$ cat src/rtl/prco_dbg_pkg.sv
// Shared definitions for the prco_core debug UART transmitter:
// FSM state encodings, line idle level, and the data width of a UART frame.
package prco_dbg_pkg;

    // Level of the serial line when no frame is being sent (mark state).
    localparam logic UART_IDLE_LVL = 1'b1;

    // Number of data bits carried in every frame.
    localparam int DATA_BITS = 8;

    // Transmitter FSM states. PARITY is only reachable in the 8E1 build.
    typedef enum logic [2:0] {
        DBG_IDLE   = 3'd0,
        DBG_START  = 3'd1,
        DBG_DATA   = 3'd2,
        DBG_PARITY = 3'd3,
        DBG_STOP   = 3'd4
    } dbg_state_t;

    // Even parity bit for a data byte: 1 when the byte holds an odd number of ones.
    function automatic logic even_parity(input logic [DATA_BITS-1:0] data);
        return ^data;
    endfunction

endpackage

$ cat src/rtl/prco_sync_fifo.sv
// Single-clock FIFO holding debug bytes waiting to be serialised.
// Full and empty are registered so that the consumer sees clean flags;
// pointers wrap naturally because DEPTH is a power of two (DEPTH == 2**AW).
module prco_sync_fifo #(
    parameter int WIDTH = 8,
    parameter int DEPTH = 16,
    parameter int AW    = 4
) (
    input  logic             clk,
    input  logic             rst_n,
    input  logic             push,
    input  logic             pop,
    input  logic [WIDTH-1:0] din,
    output logic [WIDTH-1:0] dout,
    output logic             full,
    output logic             empty
);

    localparam logic [AW:0] CNT_ONE  = (AW+1)'(1);
    localparam logic [AW:0] CNT_FULL = (AW+1)'(DEPTH);

    logic [WIDTH-1:0] mem [DEPTH];
    logic [AW-1:0]    wr_ptr_q;
    logic [AW-1:0]    rd_ptr_q;
    logic [AW:0]      count_q;
    logic [AW:0]      count_d;
    logic             do_push;
    logic             do_pop;
    logic             full_q;
    logic             empty_q;

    // Requests are ignored when they would overrun or underrun the storage.
    assign do_push = push && !full_q;
    assign do_pop  = pop && !empty_q;

    // The head entry is always visible so the consumer can load it in the pop cycle.
    assign dout  = mem[rd_ptr_q];
    assign full  = full_q;
    assign empty = empty_q;

    // Occupancy after this cycle; a simultaneous push and pop leaves it unchanged.
    always_comb begin
        count_d = count_q;
        case ({do_push, do_pop})
            2'b10:   count_d = count_q + CNT_ONE;
            2'b01:   count_d = count_q - CNT_ONE;
            default: count_d = count_q;
        endcase
    end

    // Storage array; contents are don't-care until written, so it carries no reset.
    always_ff @(posedge clk) begin
        if (do_push) begin
            mem[wr_ptr_q] <= din;
        end
    end

    // Pointers, occupancy and the registered full/empty flags.
    always_ff @(posedge clk or negedge rst_n) begin
        if (!rst_n) begin
            wr_ptr_q <= '0;
            rd_ptr_q <= '0;
            count_q  <= '0;
            full_q   <= 1'b0;
            empty_q  <= 1'b1;
        end else begin
            if (do_push) begin
                wr_ptr_q <= wr_ptr_q + 1'b1;
            end
            if (do_pop) begin
                rd_ptr_q <= rd_ptr_q + 1'b1;
            end
            count_q <= count_d;
            full_q  <= (count_d == CNT_FULL);
            empty_q <= (count_d == '0);
        end
    end

endmodule

$ cat src/rtl/prco_debug_uart_tx.sv
// Debug trace transmitter for prco_core: captures q_debug on every instruction
// strobe, queues it, and sends each byte as a UART frame on q_tx.
// Build option: define PRCO_DBG_UART_PARITY_EN to add an even-parity bit (8E1);
// without it the frame is plain 8N1.
module prco_debug_uart_tx
    import prco_dbg_pkg::*;
#(
    parameter int CLKS_PER_BIT = 434,
    parameter int FIFO_DEPTH   = 16,
    parameter int FIFO_AW      = 4
) (
    input  logic       i_clk,
    input  logic       i_reset_n,
    input  logic       i_en,
    input  logic [7:0] i_data,
    input  logic       i_valid,
    input  logic       i_clr_ovf,
    output logic       q_tx,
    output logic       q_busy,
    output logic       q_full,
    output logic       q_overflow
);

    localparam int                BAUD_W   = $clog2(CLKS_PER_BIT);
    localparam logic [BAUD_W-1:0] BAUD_MAX = BAUD_W'(CLKS_PER_BIT - 1);
    localparam int                BIT_W    = $clog2(DATA_BITS);
    localparam logic [BIT_W-1:0]  LAST_BIT = BIT_W'(DATA_BITS - 1);

    dbg_state_t             state_q;
    dbg_state_t             state_d;
    logic [BAUD_W-1:0]      baud_q;
    logic [BIT_W-1:0]       bit_q;
    logic [DATA_BITS-1:0]   shreg_q;
    logic [DATA_BITS-1:0]   shreg_d;
    logic                   tx_q;
    logic                   tx_d;
    logic                   ovf_q;
    logic                   baud_done;
    logic                   fifo_push;
    logic                   fifo_pop;
    logic                   fifo_drop;
    logic [DATA_BITS-1:0]   fifo_dout;
    logic                   fifo_full;
    logic                   fifo_empty;
`ifdef PRCO_DBG_UART_PARITY_EN
    logic                   parity_q;
`endif

    // Full is the registered flag, so a byte arriving while full is lost even if
    // the transmitter pops in the same cycle.
    assign fifo_push = i_valid && !fifo_full;
    assign fifo_drop = i_valid && fifo_full;

    // A new frame is only started from IDLE, and only while the transmitter is enabled.
    assign fifo_pop  = (state_q == DBG_IDLE) && i_en && !fifo_empty;

    assign baud_done = (baud_q == BAUD_MAX);

    prco_sync_fifo #(
        .WIDTH (DATA_BITS),
        .DEPTH (FIFO_DEPTH),
        .AW    (FIFO_AW)
    ) u_fifo (
        .clk   (i_clk),
        .rst_n (i_reset_n),
        .push  (fifo_push),
        .pop   (fifo_pop),
        .din   (i_data),
        .dout  (fifo_dout),
        .full  (fifo_full),
        .empty (fifo_empty)
    );

    // FSM state register.
    always_ff @(posedge i_clk or negedge i_reset_n) begin
        if (!i_reset_n) begin
            state_q <= DBG_IDLE;
        end else begin
            state_q <= state_d;
        end
    end

    // Next-state logic: each non-idle state lasts whole bit-times counted by the baud counter.
    always_comb begin
        state_d = state_q;
        case (state_q)
            DBG_IDLE: begin
                if (i_en && !fifo_empty) begin
                    state_d = DBG_START;
                end
            end
            DBG_START: begin
                if (baud_done) begin
                    state_d = DBG_DATA;
                end
            end
            DBG_DATA: begin
                if (baud_done && (bit_q == LAST_BIT)) begin
`ifdef PRCO_DBG_UART_PARITY_EN
                    state_d = DBG_PARITY;
`else
                    state_d = DBG_STOP;
`endif
                end
            end
`ifdef PRCO_DBG_UART_PARITY_EN
            DBG_PARITY: begin
                if (baud_done) begin
                    state_d = DBG_STOP;
                end
            end
`endif
            DBG_STOP: begin
                if (baud_done) begin
                    state_d = DBG_IDLE;
                end
            end
            default: state_d = DBG_IDLE;
        endcase
    end

    // Shift register: loaded with the head byte on pop, shifted right after each data bit.
    always_comb begin
        shreg_d = shreg_q;
        if (fifo_pop) begin
            shreg_d = fifo_dout;
        end else if ((state_q == DBG_DATA) && baud_done) begin
            shreg_d = {1'b0, shreg_q[DATA_BITS-1:1]};
        end
    end

    // Output logic: the line level for the state being entered, so the pin flop
    // changes on the same edge as the state.
    always_comb begin
        tx_d = UART_IDLE_LVL;
        case (state_d)
            DBG_START:  tx_d = ~UART_IDLE_LVL;
            DBG_DATA:   tx_d = shreg_d[0];
`ifdef PRCO_DBG_UART_PARITY_EN
            DBG_PARITY: tx_d = parity_q;
`endif
            default:    tx_d = UART_IDLE_LVL;
        endcase
    end

    // Baud counter, data-bit counter, shift register and the registered TX pin.
    always_ff @(posedge i_clk or negedge i_reset_n) begin
        if (!i_reset_n) begin
            baud_q  <= '0;
            bit_q   <= '0;
            shreg_q <= '0;
            tx_q    <= UART_IDLE_LVL;
        end else begin
            if ((state_q == DBG_IDLE) || baud_done) begin
                baud_q <= '0;
            end else begin
                baud_q <= baud_q + 1'b1;
            end
            if (state_q != DBG_DATA) begin
                bit_q <= '0;
            end else if (baud_done) begin
                bit_q <= bit_q + 1'b1;
            end
            shreg_q <= shreg_d;
            tx_q    <= tx_d;
        end
    end

`ifdef PRCO_DBG_UART_PARITY_EN
    // Parity is computed once from the whole byte when it leaves the FIFO.
    always_ff @(posedge i_clk or negedge i_reset_n) begin
        if (!i_reset_n) begin
            parity_q <= 1'b0;
        end else if (fifo_pop) begin
            parity_q <= even_parity(fifo_dout);
        end
    end
`endif

    // Sticky overflow flag; a drop in the same cycle as a clear keeps it set.
    always_ff @(posedge i_clk or negedge i_reset_n) begin
        if (!i_reset_n) begin
            ovf_q <= 1'b0;
        end else if (fifo_drop) begin
            ovf_q <= 1'b1;
        end else if (i_clr_ovf) begin
            ovf_q <= 1'b0;
        end
    end

    assign q_tx       = tx_q;
    assign q_busy     = (state_q != DBG_IDLE) || !fifo_empty;
    assign q_full     = fifo_full;
    assign q_overflow = ovf_q;

endmodule

$ cat config.mk
export PLATFORM = sky130hd
export DESIGN_NAME = prco_debug_uart_tx
export DESIGN_NICKNAME = d
export VERILOG_FILES = /design/src/rtl/prco_dbg_pkg.sv /design/src/rtl/prco_sync_fifo.sv /design/src/rtl/prco_debug_uart_tx.sv
export SDC_FILE = /design/constraint.sdc
export NUM_CORES = 1
export LEC_CHECK = 0
export ABC_CLOCK_PERIOD_IN_PS = 6090
export CAP_MARGIN = 5
export CORE_UTILIZATION = 50
export CTS_CLUSTER_DIAMETER = 100
export CTS_CLUSTER_SIZE = 28
export DETAILED_ROUTE_END_ITERATION = 10
export PLACE_DENSITY_LB_ADDON = 0.1
export REMOVE_ABC_BUFFERS = 1
export SLEW_MARGIN = 20
export SYNTH_ARGS = -nofsm -noshare
export SYNTH_HDL_FRONTEND = slang
export SYNTH_SLANG_ARGS = --single-unit
$ cat constraint.sdc
create_clock -name i_clk -period 6.09 [get_ports i_clk]
set_input_delay 0.9135 -clock i_clk [delete_from_list [all_inputs] [get_ports i_clk]]
set_output_delay 0.9135 -clock i_clk [all_outputs]
set_load 0.005 [all_outputs]
### Word-level counts from Yosys, hierarchy flattened

Memory sizes are Yosys's and may differ from the RTL's.
Index checks and enable logic that the tools add are counted.

| operators by class | value |
|---|---|
| multiplexer cells | 16 |
| equal/unequal tests | 11 |
| reduce and logical (&&, ||, !) cells | 19 |
| add/sub/neg operators | 6 |

Operator list:

| kind | count |
|---|---|
| 3-bit two-way mux | 6 |
| 8-bit two-way mux | 2 |
| 3-bit case mux with 4 select lines | 1 |
| 5-bit case mux with 2 select lines | 1 |
| 9-bit by 1-bit adder with 9-bit output, second input constant | 1 |
| 9-bit equality test, second input constant | 1 |
| 1-bit logical AND | 9 |
| 9-bit two-way mux | 1 |
| 4-bit by 1-bit adder with 4-bit output, second input constant | 2 |
| 3-bit by 1-bit equality test with 1-bit output, second input constant | 2 |
| 3-bit by 2-bit equality test with 1-bit output, second input constant | 2 |
| 3-bit equality test, second input constant | 2 |
| 2-bit nonzero test | 3 |
| 5-bit by 1-bit adder with 5-bit output, second input constant | 1 |
| 5-bit equality test, second input constant | 1 |
| 5-bit zero test | 1 |
| 5-bit by 1-bit subtractor with 5-bit output, second input constant | 1 |
| 1-bit two-way mux | 4 |
| 3-bit by 1-bit adder with 3-bit output, second input constant | 1 |
| 3-bit zero test | 1 |
| 3-bit by 2-bit != test with 1-bit output, second input constant | 1 |
| 3-bit nonzero test | 1 |
| 2-bit by 1-bit equality test with 1-bit output, second input constant | 1 |
| 2-bit equality test, second input constant | 1 |
| 3 further kinds | 5 |

| word-level totals | value |
|---|---|
| flip-flop bits (word level) | 40 |
| memory bits (writable) | 128 |
| bits of input ports | 13 |
| memories kept | 1 |

Memories:

| memory | words | width | rd ports | clocked after Yosys merged registers in | wr ports | RTL line | source |
|---|---|---|---|---|---|---|---|
| u_fifo.mem | 16 | 8 | 1 | 0 | 1 | prco_sync_fifo.sv:22 | `logic [WIDTH-1:0] mem [DEPTH];` |

### Logic depth before layout (Yosys ltp)

| depth | value |
|---|---|
| depth after elaboration | 7 |
| mapped depth | 10 |
| mapped depth without buffers | 10 |

### Modules after synthesis

From an unflattened synthesis, not the netlist that was laid out.

| unflattened totals | value |
|---|---|
| cells, all modules | 385 |
| area total of the unflattened synthesis | 7109.3 um^2 |

By module, submodules not included:

| module | sequential area each (um^2) | area an instance (um^2) | times used | cells an instance |
|---|---|---|---|---|
| prco_sync_fifo | 4220.3 | 5918.2 | 1 | 281 |
| prco_debug_uart_tx | 626.9 | 1191.1 | 1 | 104 |

### Worst setup path before layout

No wires, ideal clock.

| timing path | value |
|---|---|
| path kind | input to register |
| start point | input i_valid |
| end point | register u_fifo.empty_q, in the netlist u_fifo.empty |
| stages on the path | 10 |
| slack | 3120 ps |
| data required time | 6029 ps |
| arrival time | 2909 ps |
| cells stage by stage | nor2b_1 -> clkbuf_1 -> inv_1 -> ha_1 -> fa_1 -> a21o_1 -> a21oi_1 -> mux2i_1 -> xor2_1 -> and2_1 |

| on the way | value |
|---|---|
| longest elaborated chain between the ends | 5 |
| elaborated cells between the ends (all ways) | 6 |
| those cells by class | eq/ne (2); mux (1); reduce/logical (3) |

Ends and longest elaborated chain:

| item | RTL line | source |
|---|---|---|
| start: declaration | prco_debug_uart_tx.sv:16 | `input logic i_valid,` |
| 1-bit logical AND * | prco_debug_uart_tx.sv:51 | `assign fifo_push = i_valid && !fifo_full;` |
| 1-bit logical AND * | prco_sync_fifo.sv:33 | `assign do_push = push && !full_q;` |
| 2-bit by 1-bit equality test with 1-bit output or 2-bit equality test (tied branches) | prco_sync_fifo.sv:44 | `case ({do_push, do_pop})` |
| 5-bit case mux with 2 select lines * | prco_sync_fifo.sv:44 |  |
| 5-bit zero test * | prco_sync_fifo.sv:75 | `empty_q <= (count_d == '0);` |
| end signal: assignment | prco_sync_fifo.sv:75 |  |
| end: declaration | prco_sync_fifo.sv:30 | `logic empty_q;` |

Mark *: on every way between the ends. The rest lies on a longest branch, timed or not.
A chain may end at the register's enable or synchronous reset.

### Worst setup path in the final report

| timing path | value |
|---|---|
| start point | input i_en |
| end point | register u_fifo.empty_q, in the netlist u_fifo.empty |

| on the way | value |
|---|---|
| longest elaborated chain between the ends | 6 |
| elaborated cells between the ends (all ways) | 7 |
| those cells by class | eq/ne (2); mux (1); reduce/logical (4) |

Ends and longest elaborated chain:

| item | RTL line | source |
|---|---|---|
| start: declaration | prco_debug_uart_tx.sv:14 | `input logic i_en,` |
| 1-bit logical AND * (2 in a row) | prco_debug_uart_tx.sv:55 | `assign fifo_pop = (state_q == DBG_IDLE) && i_en && !fifo_empty;` |
| 1-bit logical AND * | prco_sync_fifo.sv:34 | `assign do_pop = pop && !empty_q;` |
| named net u_fifo.do_pop | prco_sync_fifo.sv:28 | `logic do_pop;` |
| 2-bit by 1-bit equality test with 1-bit output or 2-bit equality test (tied branches) | prco_sync_fifo.sv:44 |  |
| 5-bit case mux with 2 select lines * | prco_sync_fifo.sv:44 |  |
| 5-bit zero test * | prco_sync_fifo.sv:75 |  |

The timed path passes the listed nets; every way through them passes the cells marked *.

==> run_results.csv <==
group,metric,value,unit
yosys,yosys_register_bits,168,
layout,nNetsFinal,477,
timing,final-setup-viol-count,0,
timing,timing.final.crit_share,57.6,%
timing,whs,0.502,ns
clock_network,cts_tree,"yes",
placement,port_buffers,16,
worst_setup_path,end_kind,"flop",
drt,drt_iter0_markers,318,
yosys,synth_ff_type,"edfxtp_1",
yosys,synth.avg_cell_area,16.2,µm²
clock_network,cts_root_buf,"clkbuf_16",
timing,relSlewSlack,39.3,%
yosys,syn-cell-area,0.00698,mm²
clock_network,worstSkewPairLatency,0.42,ns
worst_setup_path,cp.depth,10,
timing,maxSlewViolCount,0,
drt,wirelength,13100,µm
drt,viasPerCell,5.66,
global_route,grt_max_degree,41,
timing,fmax,0.285,GHz
worst_setup_path,start_kind,"input port",
global_route,grt_use_total,20.4,%
clock_network,clkTransAtPathRegs,0.06,ns
timing,rsz0062_at_grt,"false",
placement,dp_hpwl,8370,µm
placement,post-place-ws,2.12,ns
yosys,ys_seq_area_share,69.4,%
floorplanning,initial_core_util,51.9,%
global_route,antenna_found_initial,0,
worst_setup_path,path_delay_family,"adder cells",
drt,antenna_left,0,
timing,fin_ws,2.58,ns
placement,dp.cells,607,
worst_setup_path,path_class,"in2reg",
worst_setup_path,cp_slowest_cell,"nand3b_1",
timing,fin_setup_tns,0,ns
clock_network,ctsHoldBuffers,0,
global_route,grt-ovfl-total,0,
outcome,status,"finished clean",
min_path,min_delay_path_depth,2,
timing,fin_worst_skew,0.00534,ns
power,power-per-cell-area,349,mW/mm²
timing,hold_viol,0,
min_path,holdCritPathClass,"reg2reg",
worst_setup_path,required,6.45,ns
clock_network,h-tree-depth,4,
yosys,synth_edf_count,128,
yosys,synthArstFlopShare,23.8,%
timing,worstMarginPinSlew,0.911,ns
drt,first_pass_iters,4,
worst_setup_path,rr_worst_depth,10,
floorplanning,die-height,120,µm
flow_run,maxCapViolations,0,
worst_setup_path,crit_buf_inv,2,
clock_network,cts.sinks,168,
power,leakagePower,0.00269,µW
floorplanning,core,0.0135,mm²
clock_network,numCtsBuffers,17,
floorplanning,dieArea,0.0144,mm²
global_route,grt_pass1_wl,21000,µm
clock_network,clockBufferDepth,2,
placement,place_congestion,0.763,
drt,vias,3615,
yosys,synthesis.instances,431,
floorplanning,row_count,42,
yosys,yosysUniqueCellTypes,40,
floorplanning,boundaryPins,17,
global_route,grt_pass1_vias,3786,
layout,drive_gt1_share,13.6,%
timing,finalCriticalPeriod,3.51,ns
worst_setup_path,max_stage_delay,0.50,ns
drt,drcViolationCount,0,
clock_network,post_cts_buffers,0,
layout,area_growth,13.0,%
worst_setup_path,arrival,3.87,ns
drt,wl_per_cell,20.5,µm
worst_setup_path,path_max_fanout,18,
layout,antennaDiodeCount,0,
floorplanning,die_w,120,µm
power,ir_drop,0.186,mV
layout,final_cells,639,
worst_setup_path,cp_cell_sequence,"clkdlybuf4s50_1 > nand3b_1 > inv_1 > ha_1 > fa_1 > a21o_1 > a21oi_1 > mux2i_1 > xor2_1 > and2_1",
yosys,yosys_warnings,0,
clock_network,cts_resized,0,
cell usage after synthesis (2+ instances only):
library cell / instances / area share, %
edfxtp_1: 128 / 55
dfrtp_1: 38 / 14
mux2i_1: 37 / 5.3
nor2_1: 23 / 1.2
mux4_2: 20 / 6.5
nand2_1: 20 / 1.1
and2_1: 18 / 1.6
a21oi_1: 14 / 1.0
a22oi_1: 14 / 1.5
ha_1: 13 / 2.3
xnor2_1: 12 / 1.5
nor2b_1: 11 / 0.99
clkbuf_1: 9 / 0.48
o21ai_0: 9 / 0.65
inv_1: 8 / 0.43
a2111oi_0: 6 / 0.75
a211oi_1: 6 / 0.65
buf_2: 5 / 0.36
xor2_1: 5 / 0.63
nand3_1: 4 / 0.29
and3_1: 3 / 0.27
a21o_1: 2 / 0.21
a31oi_1: 2 / 0.18
buf_4: 2 / 0.21
dfstp_2: 2 / 0.75
mux2_2: 2 / 0.32
nand4_1: 2 / 0.18
nor3_1: 2 / 0.14
nor3b_1: 2 / 0.21
or3b_2: 2 / 0.25
area by class of cell:
cell class,instances,area [µm²]
Fill cell,1115,5560
Sequential cell,168,4850
Multi-Input combinational cell,237,2020
Clock buffer,17,425
Tap cell,176,220
Clock inverter,15,179
Timing Repair Buffer,18,170
Inverter,8,30.0
cells by family (layout without fill, tap and decap cells):
logic type	after synthesis	after routing	synth area share (%)
AOI/OAI and AO/OA	55	55	5.21
xor gates and xnor gates	17	17	2.13
adders and majority gates	14	14	2.62
buffers and inverters	26	58	1.70
DFF	168	168	69.4
muxes	59	59	12.1
and+or+nand+nor	92	92	6.83
registers in the layout (all words and copies together) (netlist names):
| register | flops |
|---|---|
| u_fifo.count_q | 5 |
| u_fifo.rd_ptr_q | 4 |
| baud_q | 9 |
| bit_q | 3 |
| u_fifo.full | 1 |
| u_fifo.wr_ptr_q | 4 |
| u_fifo.mem | 128 |
| shreg_q | 8 |
| state_q | 3 |
| q_tx | 1 |
| q_overflow | 1 |
| u_fifo.empty | 1 |
final timing paths:
kind / startpoint / end / slack [ns]
setup reg to reg: state_q[2] / u_fifo.empty / 2.70
hold / removal: u_fifo.count_q[4] / u_fifo.count_q[4] / 0.50
max in group asynchronous: i_reset_n / u_fifo.rd_ptr_q[0] / 4.84
setup / recovery: i_en / u_fifo.empty / 2.58
min in group asynchronous: i_reset_n / baud_q[0] / 0.63
hold reg to reg: u_fifo.count_q[4] / u_fifo.count_q[4] / 0.50
metrics by stage:
stage          instance area [µm²]  power, µW  util [%]
3_3_place_gp                  7280       1690      54.1
5_1_grt                       7890       2860      58.6
2_1_floorplan                 6890       1590         -
3_5_place_dp                  7280       1700      54.1
6_report                      7890       2760      58.6
4_1_cts                       7890       2790      58.6
per-layer routing:
metal / routed length [µm] / track usage (%)
met2: 6350 / 31.8
met1: 5970 / 27.0
met4: 380 / 10.5
met3: 432 / 4.42
met5: 0 / 0
layout by cell type, fill, tap and decap left out, types with 2 or more instances in the layout:
cell	instances
a21oi_1	14
nor3b_1	2
a22oi_1	14
inv_1	8
buf_4	2
mux2_2	2
a21o_1	2
o21ai_0	9
clkinv_1	2
or3b_2	2
clkbuf_16	17
mux2i_1	37
nand2_1	20
a211oi_1	6
and2_1	18
clkdlybuf4s50_1	15
nor2_1	23
mux4_2	20
bufinv_16	3
dfrtp_1	37
nand4_1	2
edfxtp_1	128
clkinv_2	2
nor2b_1	11
dfstp_2	2
xnor2_1	12
a2111oi_0	6
a31oi_1	2
clkinv_4	6
nor3_1	2
and3_1	3
ha_1	13
xor2_1	5
nand3_1	4
where the power goes:
| part | switching [µW] | leakage [µW] | internal (µW) | total, µW |
|---|---|---|---|---|
| Combinational | 157 | 0.000759 | 104 | 261 |
| Sequential | 52.4 | 0.00163 | 1360 | 1410 |
| Clock | 437 | 0.000294 | 646 | 1080 |
tightest hold or removal path: cells and delay by family, from the launching register on:
kind                      cells  cell delay [ns]
xor gates and xnor gates      1             0.09
DFF                           1             0.34
buffers and inverters         1             0.05
Note: power is estimated with default switching activity, not from simulation.
==> patch: new RTL, same settings <==
Add a define of `PRCO_DBG_UART_PARITY_EN`.
--- a/src/rtl/prco_debug_uart_tx.sv
+++ b/src/rtl/prco_debug_uart_tx.sv
@@ -2,6 +2,8 @@
 // strobe, queues it, and sends each byte as a UART frame on q_tx.
 // Build option: define PRCO_DBG_UART_PARITY_EN to add an even-parity bit (8E1);
 // without it the frame is plain 8N1.
+`define PRCO_DBG_UART_PARITY_EN
+
 module prco_debug_uart_tx
     import prco_dbg_pkg::*;
 #(
Formal check against the unedited RTL: same outputs for any inputs over 10 cycles, from zero or initial values and one cycle with i_reset_n low; that may be too few to reach the edited logic, so the function may still have changed.
==> patch against the original RTL <==
Wire length is 7.3% lower. Critical path depth rose by 2. Area after synthesis up 1.8%. Sequential cell count increased by 1. Synthesized cell count shrank 7.2%. Total power up 2.2%. Worst setup slack got worse by 480 ps. Final area grew 1.5%. Count of clock-buffer cells in the layout up 1. Critical path type unchanged.
==> patch: results (changes against the original RTL) <==
timing.hold.ws_ps: 480  # -21.8 ps
regArea_um2: 4870  # +0.52%
dp_hpwl_mm: 8.05  # -3.9%
grtUsageMet3_pct: 4.37  # -0.050 points
cp.arrival_ps: 4350  # +480 ps
post-place-ws_ps: 1630  # -488 ps
worst-r2r-cell-count: 12  # +2
nMultiInputCombCells: 208  # -12%
yosys-top-cells-area: "edfxtp_1 (54%), dfrtp_1 (14%), mux4_1 (7.4%)"
nets: 450  # -5.7%
hold_depth: 1  # -1
synth_cells: 400  # -7.2%
path_delay_family: "simple AND/OR/NAND/NOR gates"
met2_usage_pct: 28.9  # -2.9 points
viasPerCell: 5.53  # -2.3%
drive_gt1_share_pct: 14.0  # +0.38 points
synth_compound_gate_area_share_pct: 3.01  # -2.2 points
met2_wirelength_mm: 5.89  # -7.2%
fill_cells: 1060  # -4.9%
grt_usage_pct: 19.0  # -1.4 points
skew_ps: 8.89  # +3.55 ps
dp.cells: 584  # -3.8%
synth_common_cells: "edfxtp_1 (128), dfrtp_1 (39), nand2_1 (25)"
dr.first_iter.drc_count: 256  # -19%
p_switching_w: 0.000649  # +0.32%
status: "finished clean"
synthDistinctLibCells: 47  # +18%
vias: 3404  # -5.8%
## patch: changes by cell type in the layout (fill, tap and decap cells not counted), moves of 8 or more
cell,before,now
nor2b_1,11,3
mux2i_1,37,9
a22oi_1,14,0
a21oi_1,14,4
mux4_1,0,20
## patch: power groups by stage
stage	sequential (W)	combinational (W)	clock [W]
floorplan	0.00142	0.000185	0
global placement	0.00144	0.000271	0
detailed placement	0.00144	0.000279	0
CTS	0.00142	0.000280	0.00115
global route	0.00143	0.000309	0.00120
finish	0.00142	0.000272	0.00113
## patch: worst max path at each step
stage | from | end | slack [ps] | cells past startpoint
after floorplan | i_en | u_fifo.full | 2500 | 11
after global placement | i_en | u_fifo.full | 1690 | 12
after detailed placement | i_en | u_fifo.full | 1630 | 12
after CTS | i_en | u_fifo.full | 2100 | 12
after global routing | i_en | u_fifo.empty | 1880 | 12
final | i_en | u_fifo.full | 2100 | 12
